## config.mk

```make
export PLATFORM = sky130hd
export DESIGN_NAME = fetch_unit
export DESIGN_NICKNAME = d
export VERILOG_FILES = /design/src/rtl/fetch_unit.sv
export SDC_FILE = /design/constraint.sdc
export NUM_CORES = 1
export LEC_CHECK = 0
export ABC_AREA = 1
export BUFFER_PORTS_ARGS = -buffer_cell sky130_fd_sc_hd__clkbuf_2
export CORE_MARGIN = 4
export CORE_UTILIZATION = 30
export DETAILED_ROUTE_END_ITERATION = 8
export PLACE_DENSITY = 0.58
export SYNTH_ARGS = -nofsm -noshare
export SYNTH_HDL_FRONTEND = slang
export SYNTH_SLANG_ARGS = --single-unit
```

## constraint.sdc

```tcl
create_clock -name clk -period 17.5 [get_ports clk]
set_input_delay 2.625 -clock clk [delete_from_list [all_inputs] [get_ports clk]]
set_output_delay 2.625 -clock clk [all_outputs]
set_load 0.02 [all_outputs]
```

## src/rtl/fetch_unit.sv

```systemverilog
// Instruction fetch: sequential PC issue, in-order prefetch FIFO, flush on redirect.
// Optional FETCH_MISALIGN_CHECK_EN: a misaligned redirect parks fetch in HALT and raises fetch_misaligned.
module fetch_unit #(
   parameter logic [31:0] RESET_PC   = 32'h0000_0000,
   parameter int          FIFO_DEPTH = 2
) (
   input  logic        clk,
   input  logic        rst,
   output logic        imem_req_valid,
   input  logic        imem_req_ready,
   output logic [31:0] imem_req_addr,
   input  logic        imem_rsp_valid,
   input  logic [31:0] imem_rsp_data,
   input  logic        redirect_valid,
   input  logic [31:0] redirect_pc,
   output logic        instr_valid,
   input  logic        instr_ready,
   output logic [31:0] instruction,
   output logic [31:0] instr_pc
`ifdef FETCH_MISALIGN_CHECK_EN
   ,
   output logic        fetch_misaligned
`endif
);

   localparam int AW = $clog2(FIFO_DEPTH);
   localparam int CW = AW + 1;

`ifdef FETCH_MISALIGN_CHECK_EN
   typedef enum logic [1:0] {IDLE, FETCH, FLUSH, HALT} state_t;
`else
   typedef enum logic [1:0] {IDLE, FETCH, FLUSH} state_t;
`endif

   state_t                      state, state_nxt, resume, redir_resume;
   logic [31:0]                 fetch_pc, rsp_pc, new_pc;
   logic [CW-1:0]               outstanding, out_nxt, drop, drop_nxt, count;
   logic [AW-1:0]               wr_ptr, rd_ptr;
   logic [FIFO_DEPTH-1:0][31:0] mem_data, mem_pc;
   logic                        req_fire, push, pop, rsp_discard;

   assign new_pc = {redirect_pc[31:2], 2'b00};

`ifdef FETCH_MISALIGN_CHECK_EN
   logic mis_q, mis_new;
   assign mis_new = redirect_pc[1:0] != 2'b00;

   always_ff @(posedge clk or posedge rst)
      if (rst)                 mis_q <= 1'b0;
      else if (redirect_valid) mis_q <= mis_new;

   assign fetch_misaligned = mis_q;
   // mis_q remembers where to land once the stale responses have drained
   assign resume       = mis_q   ? HALT : FETCH;
   assign redir_resume = mis_new ? HALT : FETCH;
`else
   wire unused_pc_lsbs = ^redirect_pc[1:0];
   assign resume       = FETCH;
   assign redir_resume = FETCH;
`endif

   assign req_fire    = imem_req_valid && imem_req_ready;
   assign rsp_discard = imem_rsp_valid && (drop != '0);
   assign push        = imem_rsp_valid && (drop == '0) && !redirect_valid;
   assign pop         = instr_valid && instr_ready && !redirect_valid;
   assign out_nxt     = outstanding + CW'(req_fire) - CW'(imem_rsp_valid);

   // credit: buffered words plus words in flight never exceed the FIFO
   assign imem_req_valid = (state == FETCH) &&
                           ((CW+1)'(count) + (CW+1)'(outstanding) < (CW+1)'(FIFO_DEPTH));
   assign imem_req_addr  = fetch_pc;

   assign instr_valid = count != '0;
   assign instruction = mem_data[rd_ptr];
   assign instr_pc    = mem_pc[rd_ptr];

   always_ff @(posedge clk or posedge rst)
      if (rst) state <= IDLE;
      else     state <= state_nxt;

   always_comb begin
      state_nxt = state;
      drop_nxt  = drop - CW'(rsp_discard);
      case (state)
         IDLE:    state_nxt = FETCH;
         FLUSH:   if (drop_nxt == '0) state_nxt = resume;
         default: state_nxt = state;
      endcase
      // everything still in flight after this cycle belongs to the old stream
      if (redirect_valid) begin
         drop_nxt  = out_nxt;
         state_nxt = (out_nxt != '0) ? FLUSH : redir_resume;
      end
   end

   always_ff @(posedge clk or posedge rst) begin
      if (rst) begin
         fetch_pc    <= RESET_PC;
         rsp_pc      <= RESET_PC;
         outstanding <= '0;
         drop        <= '0;
      end else begin
         outstanding <= out_nxt;
         drop        <= drop_nxt;
         if (redirect_valid) begin
            fetch_pc <= new_pc;
            rsp_pc   <= new_pc;
         end else begin
            if (req_fire) fetch_pc <= fetch_pc + 32'd4;
            if (push)     rsp_pc   <= rsp_pc + 32'd4;
         end
      end
   end

   always_ff @(posedge clk or posedge rst) begin
      if (rst) begin
         wr_ptr   <= '0;
         rd_ptr   <= '0;
         count    <= '0;
         mem_data <= '0;
         mem_pc   <= '0;
      end else if (redirect_valid) begin
         wr_ptr <= '0;
         rd_ptr <= '0;
         count  <= '0;
      end else begin
         if (push) begin
            mem_data[wr_ptr] <= imem_rsp_data;
            mem_pc[wr_ptr]   <= rsp_pc;
            wr_ptr           <= wr_ptr + AW'(1);
         end
         if (pop) rd_ptr <= rd_ptr + AW'(1);
         count <= count + CW'(push) - CW'(pop);
      end
   end

   assert property (@(posedge clk) disable iff (rst) !(push && count == CW'(FIFO_DEPTH)));
   assert property (@(posedge clk) disable iff (rst) !(imem_rsp_valid && outstanding == '0));

endmodule

```

==> flow_metrics.py, run 1 <==
metrics = {
    "sta": {
        "setup_viol": 0,
        "rsz0062_at_grt": "no",
        "drv_slew": 0,
        "max_slew_margin_pct": 30.1,
        "max_freq_ghz": 0.187,
        "period_needed_ns": 5.33,
        "hold_viol": 0,
        "fin_worst_skew_ns": 0.0111,
        "setup_tns_ns": 0,
        "fin_crit_sh_pct": 30.5,
        "worstMarginPinSlew_ns": 1.05,
    },
    "flow_run": {
        "drv_cap": 0,
    },
    "yosys": {
        "yosys.area.top_type": "dfrtp_1",
        "syn_area_um2": 9990,
        "syn_avg_cell_area_um2": 7.97,
        "synth_top_area_share_pct": 48.6,
        "yosys_warnings": 0,
        "synth_cell_type_count": 42,
        "syn_inst": 1254,
        "ys_top_cells_by_area": "dfrtp_1 49%, nand2_1 14%, o21ai_0 5.2%",
        "yosysSeqAreaShare_pct": 48.6,
        "ys_ff_latch": 194,
    },
    "finish": {
        "utilization_pct": 36.0,
        "drive_gt1_share_pct": 17.6,
        "fin_nets": 1468,
        "antenna_cells": 0,
        "syn_to_final_growth_pct": 17.9,
    },
    "setup_path": {
        "critPathSlowestCell": "buf_4",
        "reg2reg_from": "drop[1]",
        "critical_path.startpoint": "rd_ptr",
        "r2r_end": "mem_data[41]",
        "r2r_setup_slack_ns": 14.59,
        "path_buf_inv": 4,
        "path_cells": "buf_4, clkinv_1, buf_4, o21ai_0, clkbuf_2",
        "max_stage_delay_ns": 0.58,
        "worstPathRequired_ns": 14.88,
        "crit_top_cell": "buf_4",
        "crit_fanout": 82,
        "cp.depth": 5,
        "crit_type": "register to primary output",
        "cp.arrival_ns": 2.71,
        "start_kind": "register",
        "reg2reg_depth": 7,
        "cpLargestDelayFamily": "buffers and inverters",
        "end_kind": "primary output",
    },
    "clock_network": {
        "clk_pin_slew_worst_paths_ns": 0.08,
        "cts-root-buf": "clkbuf_16",
        "ctsHtreeMaxLevel": 4,
        "post_cts_buffers": 0,
        "cts-buffers-inserted": 17,
        "postCtsHoldBufs": 0,
        "cts.sinks": 194,
        "clock_latency_ns": 0.43,
        "cts_resized": 0,
        "cts_tree": "done",
        "max-clock-path-buffers": 2,
    },
    "global_routing": {
        "grt_pass1_wl_um": 44200,
        "grt_max_degree": 130,
        "antenna_found_initial": 0,
        "grt_use_total_pct": 15.1,
        "grt.overflow.total": 0,
        "first_global_vias": 8234,
    },
    "place": {
        "port_buffers": 161,
        "gp_congestion": 0.869,
        "dpl.hpwl_um": 19300,
    },
    "floorplan": {
        "start_util_pct": 30.5,
        "fp.coreArea_um2": 32700,
        "die-area_um2": 36300,
        "ioPinCount": 168,
        "die_width_um": 190,
        "num_rows": 66,
        "fp.dieH_um": 190,
    },
    "drt": {
        "drt_iter0_drc": 477,
        "met3RoutedLength_um": 2000,
        "wirelength_um": 27300,
        "drc_errors": 0,
        "vias_per_cell": 4.68,
        "drtAntennaViolNets": 0,
        "met2_length_um": 11800,
        "top_layer": "met4",
        "met1Wirelength_um": 13200,
        "dr.pass1.iters": 5,
        "vias": 8633,
        "wl_per_cell_um": 14.8,
    },
    "power": {
        "total_power_mw": 1.77,
        "p_leak_nw": 5.80,
        "p_per_area_nw_per_um2": 151,
        "ir_drop_mv": 0.0768,
    },
    "min_path": {
        "hp-start": "mem_data[42]",
        "holdPathEnd": "mem_data[42]",
        "hold_class": "register to register",
        "whs_path_depth": 1,
    },
    "run_status": {
        "status": "complete, no violations",
    },
}
[sequential cells by signal, summed over array words and instances, names as in the netlist]
signal,flops
mem_data,64
mem_pc,60
imem_req_addr,30
rsp_pc,30
count,2
drop,2
outstanding,2
state,2
rd_ptr,1
wr_ptr,1
[report_power, final]
| part | internal [mW] | switching (mW) |
|---|---|---|
| Sequential | 0.611 | 0.0992 |
| Combinational | 0.220 | 0.421 |
| Clock | 0.231 | 0.190 |
[area by class of cell]
type	instances	area (µm²)
Fill cell	3505	20900
Timing Repair Buffer	167	851
Inverter	139	529
Multi-Input combinational cell	871	4360
Clock inverter	14	191
Tap cell	442	553
Sequential cell	194	4860
Clock buffer	18	429
[kinds of logic (layout without fill, tap and decap cells)]
family,count (synthesis),count (layout),share of synthesized area (%)
AOI/OAI and AO/OA,209,209,11.6
other,1,4,0.0375
and+or+nand+nor,590,590,24.6
xor gates and xnor gates,20,20,1.75
adders and majority gates,8,8,1.08
DFF,194,194,48.6
buffers and inverters,192,338,7.89
muxes,40,40,4.51
[worst max-delay path by stage]
| stage | endpoint | slack [ns] |
|---|---|---|
| final | instr_pc[24] | 12.17 |
| after floorplan | count[0] | 9.59 |
| after global routing | instr_pc[28] | 11.85 |
| after CTS | instr_pc[24] | 11.99 |
| after global placement | rsp_pc[30] | 11.93 |
| after detailed placement | rsp_pc[30] | 11.94 |
[per-stage QoR]
step | setup WS, ns | hold slack [ns] | cell area, µm² | cells
finish | 12.17 | 0.486 | 11800 | 1845
global route | 11.85 | 0.500 | 11800 | 1845
CTS | 11.99 | 0.491 | 11800 | 1845
detailed placement | 11.94 | 0.473 | 11200 | 1813
global placement | 11.93 | 0.466 | 11200 | 1813
floorplan | 9.59 | 0.453 | 10000 | 1257
[worst register-to-register path, cell delays in order (launching register included)]
cell	delay, ns
dfrtp_1	0.42
inv_2	0.08
nand3_4	0.11
nor2_4	0.39
inv_2	0.21
nor2_4	0.35
buf_4	0.73
mux2_1	0.49
[layout by cell type, fill, tap and decap left out, types with 4 or more instances in the layout]
master and instances:
o21ai_0 104, nor3_1 13, xor2_1 14, o21a_1 16
nand3_1 64, mux2_1 15, inv_2 4, ha_1 7
mux2_2 25, nand2_1 379, clkbuf_2 161, buf_4 6
conb_1 4, o211ai_1 13, xnor2_1 6, dfrtp_1 193
inv_8 5, nor2_4 5, inv_1 133, clkbuf_16 17
o21ai_1 8, o221ai_1 5, nor2_1 101, nand4_1 11
a21oi_1 55
[routing by layer]
layer | global-route usage, % | vias up
met2 | 22.9 | 302
met3 | 3.46 | 17
met5 | 0 | -
met4 | 3.45 | 0
met1 | 22.1 | 4037
li1 | - | 4277
[cell usage after synthesis, drive strengths merged]
cell,number
nand2,383
dfrtp,194
inv,138
o21ai,112
nor2,109
nand3,65
a21oi,55
mux2,40
buf,34
clkbuf,19
nor3,16
o21a,16
xor2,14
o211ai,13
nand4,11
ha,7
xnor2,6
o221ai,5
a31oi,3
and2,2
nand3b,2
o21bai,2
a22oi,1
a31o,1
and3,1
clkinv,1
conb,1
fa,1
o31ai,1
or2,1
Note: power is estimated with default switching activity, not from simulation.
==> inputs of run 2 (changes only) <==
--- a/config.mk
+++ b/config.mk
@@ -5,7 +5,7 @@
 export SDC_FILE = /design/constraint.sdc
 export NUM_CORES = 1
 export LEC_CHECK = 0
-export ABC_AREA = 1
+export ABC_AREA = 0
 export BUFFER_PORTS_ARGS = -buffer_cell sky130_fd_sc_hd__clkbuf_2
 export CORE_MARGIN = 4
 export CORE_UTILIZATION = 30
==> constraint.sdc (replaced) <==
create_clock -name clk -period 5.3 [get_ports clk]
set_input_delay 0.795 -clock clk [delete_from_list [all_inputs] [get_ports clk]]
set_output_delay 0.795 -clock clk [all_outputs]
set_load 0.02 [all_outputs]
==> run 2 against run 1 <==
  * Sequential share of layout area increased by 2.6 points
  * Utilization increased by 0.27 points
  * Register-to-register slack got worse by 12 ns
  * First-iteration DRC count decreased by 43%
  * Sequential power increased to 3.2 times the previous value
  * Hold slack got worse by 0.0016 ns
  * Critical path type unchanged
  * Global-route usage decreased by 2.0 points
  * Die area decreased by 7.0%
  * Largest power group unchanged
  * Synthesized cell count decreased by 44%
  * Critical path depth decreased by 2
==> flow_metrics.py, run 2 <==
metrics = {
    "finish": {
        "syn_to_final_growth_pct": 19.5,
        "layout_commonest_cell": "mux2_2",
        "largest_reg_flops": 64,
        "stdcell_area_um2": 11100,
        "top_regs": "mem_data: 64 flops, mem_pc: 60 flops",
        "top_register": "mem_data",
        "final_cell_mix": "219 x mux2_2, 193 x dfrtp_1, 161 x clkbuf_2",
        "fin_nets": 927,
        "drive_gt1_share_pct": 49.9,
        "antenna_cells": 0,
    },
    "sta": {
        "fin_crit_sh_pct": 58.6,
        "setup_tns_ns": 0,
        "worstMarginPinSlew_ns": 0.979,
        "max_slew_margin_pct": 34.1,
        "fin_worst_skew_ns": 0.0178,
        "setup_viol": 0,
        "drv_slew": 0,
        "period_needed_ns": 3.11,
        "fin_ws_ns": 2.19,
        "max_freq_ghz": 0.322,
        "hold_viol": 0,
        "rsz0062_at_grt": "no",
    },
    "min_path": {
        "hold_class": "register to register",
    },
    "run_status": {
        "status": "complete, no violations",
    },
    "clock_network": {
        "post_cts_buffers": 0,
        "postCtsHoldBufs": 0,
        "ctsHtreeMaxLevel": 4,
        "cts-root-buf": "clkbuf_16",
        "cts-buffers-inserted": 17,
        "cts.sinks": 194,
        "max-clock-path-buffers": 2,
        "clk_pin_slew_worst_paths_ns": 0.07,
        "cts_tree": "done",
        "clock_latency_ns": 0.44,
        "cts_resized": 0,
    },
    "global_routing": {
        "grt_max_degree": 133,
        "grt_pass1_wl_um": 35000,
        "first_global_vias": 6317,
        "grt.overflow.total": 0,
        "antenna_found_initial": 1,
        "grt_use_total_pct": 13.1,
    },
    "place": {
        "dpl_cell_area_um2": 10500,
        "dp_slack_ns": 1.94,
        "port_buffers": 161,
        "gp_congestion": 0.748,
        "dpl.hpwl_um": 14600,
    },
    "yosys": {
        "synth_top_area_share_pct": 52.4,
        "synth_edf_count": 0,
        "ys_top_cells_by_area": "dfrtp_1 52%, mux2_2 27%, xnor2_1 4.6%",
        "synth_most_common_cell": "mux2_2",
        "yosysSeqAreaShare_pct": 52.4,
        "ys_ff_latch": 194,
        "syn_inst": 701,
        "async_reset_ff_share_pct": 100,
        "yosys_warnings": 0,
        "synth_common_cells": "219 x mux2_2, 194 x dfrtp_1, 49 x xnor2_1",
        "yosys.area.top_type": "dfrtp_1",
        "synth_cell_type_count": 44,
        "ys.flop_type": "dfrtp_1",
        "syn_area_um2": 9260,
        "syn_avg_cell_area_um2": 13.2,
    },
    "setup_path": {
        "cp.arrival_ns": 2.31,
        "path_buf_inv": 2,
        "cpLargestDelayFamily": "buffers and inverters",
        "start_kind": "register",
        "crit_fanout": 53,
        "path_cells": "buf_4, mux2_2, clkbuf_2",
        "crit_type": "register to primary output",
        "critPathSlowestCell": "buf_4",
        "max_stage_delay_ns": 0.67,
        "worstPathRequired_ns": 4.51,
        "end_kind": "primary output",
    },
    "drt": {
        "vias": 5917,
        "wl_per_cell_um": 17.3,
        "vias_per_cell": 4.70,
        "dr.pass1.iters": 4,
        "drt_iter0_drc": 274,
        "wirelength_um": 21700,
        "drc_errors": 0,
        "drtAntennaViolNets": 0,
    },
    "power": {
        "switching_power_mw": 1.87,
        "netSwitchingFraction_pct": 34.2,
        "intPower_mw": 3.60,
        "p_leak_nw": 5.02,
        "p_comb_share_pct": 33.7,
        "p_per_area_nw_per_um2": 495,
        "clkPwrFrac_pct": 24.4,
        "seqPwrFrac_pct": 41.9,
        "ir_drop_mv": 0.256,
    },
    "floorplan": {
        "die_width_um": 184,
        "die-area_um2": 33700,
        "num_rows": 64,
        "fp.coreArea_um2": 30500,
        "fp.dieH_um": 184,
        "start_util_pct": 30.3,
        "ioPinCount": 168,
    },
    "flow_run": {
        "drv_cap": 0,
    },
}
run 2: final cells by class:
cell class / instances / area (µm²)
inverter: 9 / 37.5
timing repair buffer: 167 / 876
multi-input combinational: 460 / 4210
fill: 3013 / 19400
clock buffer: 17 / 425
sequential: 194 / 4860
clock inverter: 15 / 171
tap: 396 / 495
run 2: final timing paths:
path | cells after the start | startpoint | end | slack, ns
max | 3 | rd_ptr | instr_pc[31] | 2.19
min | 1 | mem_data[28] | mem_data[28] | 0.48
max reg2reg | 7 | outstanding[0] | imem_req_addr[24] | 2.29
min reg2reg | 1 | mem_data[28] | mem_data[28] | 0.48
max in group asynchronous | 3 | rst | mem_data[25] | 4.13
min in group asynchronous | 3 | rst | mem_pc[36] | 0.52
run 2: power groups by stage:
stage	Clock [mW]	Sequential, mW	Combinational [mW]
after global placement	0	2.30	1.85
after floorplan	0	2.26	1.34
after CTS	1.39	2.30	1.89
after detailed placement	0	2.33	1.87
after global routing	1.44	2.37	2.02
final	1.33	2.30	1.84
run 2: metal layers:
layer | share of wire, % | global-route usage (%)
met5 | 0.060 | 0
met4 | 1.1 | 3.07
met3 | 6.7 | 3.96
met2 | 47 | 21.2
met1 | 45 | 17.5
run 2: worst reg2reg max path: cells and delay by family (launching register included):
| family | cells | cell delay [ns] |
|---|---|---|
| muxes | 1 | 0.26 |
| xor gates and xnor gates | 1 | 0.18 |
| and+or+nand+nor | 4 | 1.61 |
| adders and majority gates | 1 | 0.46 |
| DFF | 1 | 0.39 |
run 2: kinds of logic (layout without fill, tap and decap cells):
group | Yosys count | in the layout | share of synthesized area (%)
AOI/OAI and AO/OA | 22 | 22 | 1.45
other | 1 | 4 | 0.0405
buffers and inverters | 50 | 208 | 2.47
DFF | 194 | 194 | 52.4
xor gates and xnor gates | 62 | 62 | 5.87
and+or+nand+nor | 129 | 129 | 8.00
muxes | 235 | 235 | 28.6
adders and majority gates | 8 | 8 | 1.16
run 2: metrics by stage:
step                std cells  hold slack, ns  total power, mW  utilization, %
floorplan                 704           0.444             3.61               -
global placement         1226           0.462             4.15            34.3
detailed placement       1226           0.469             4.20            34.3
CTS                      1258           0.485             5.58            36.3
global route             1258           0.498             5.83            36.3
finish                   1258           0.484             5.47            36.3
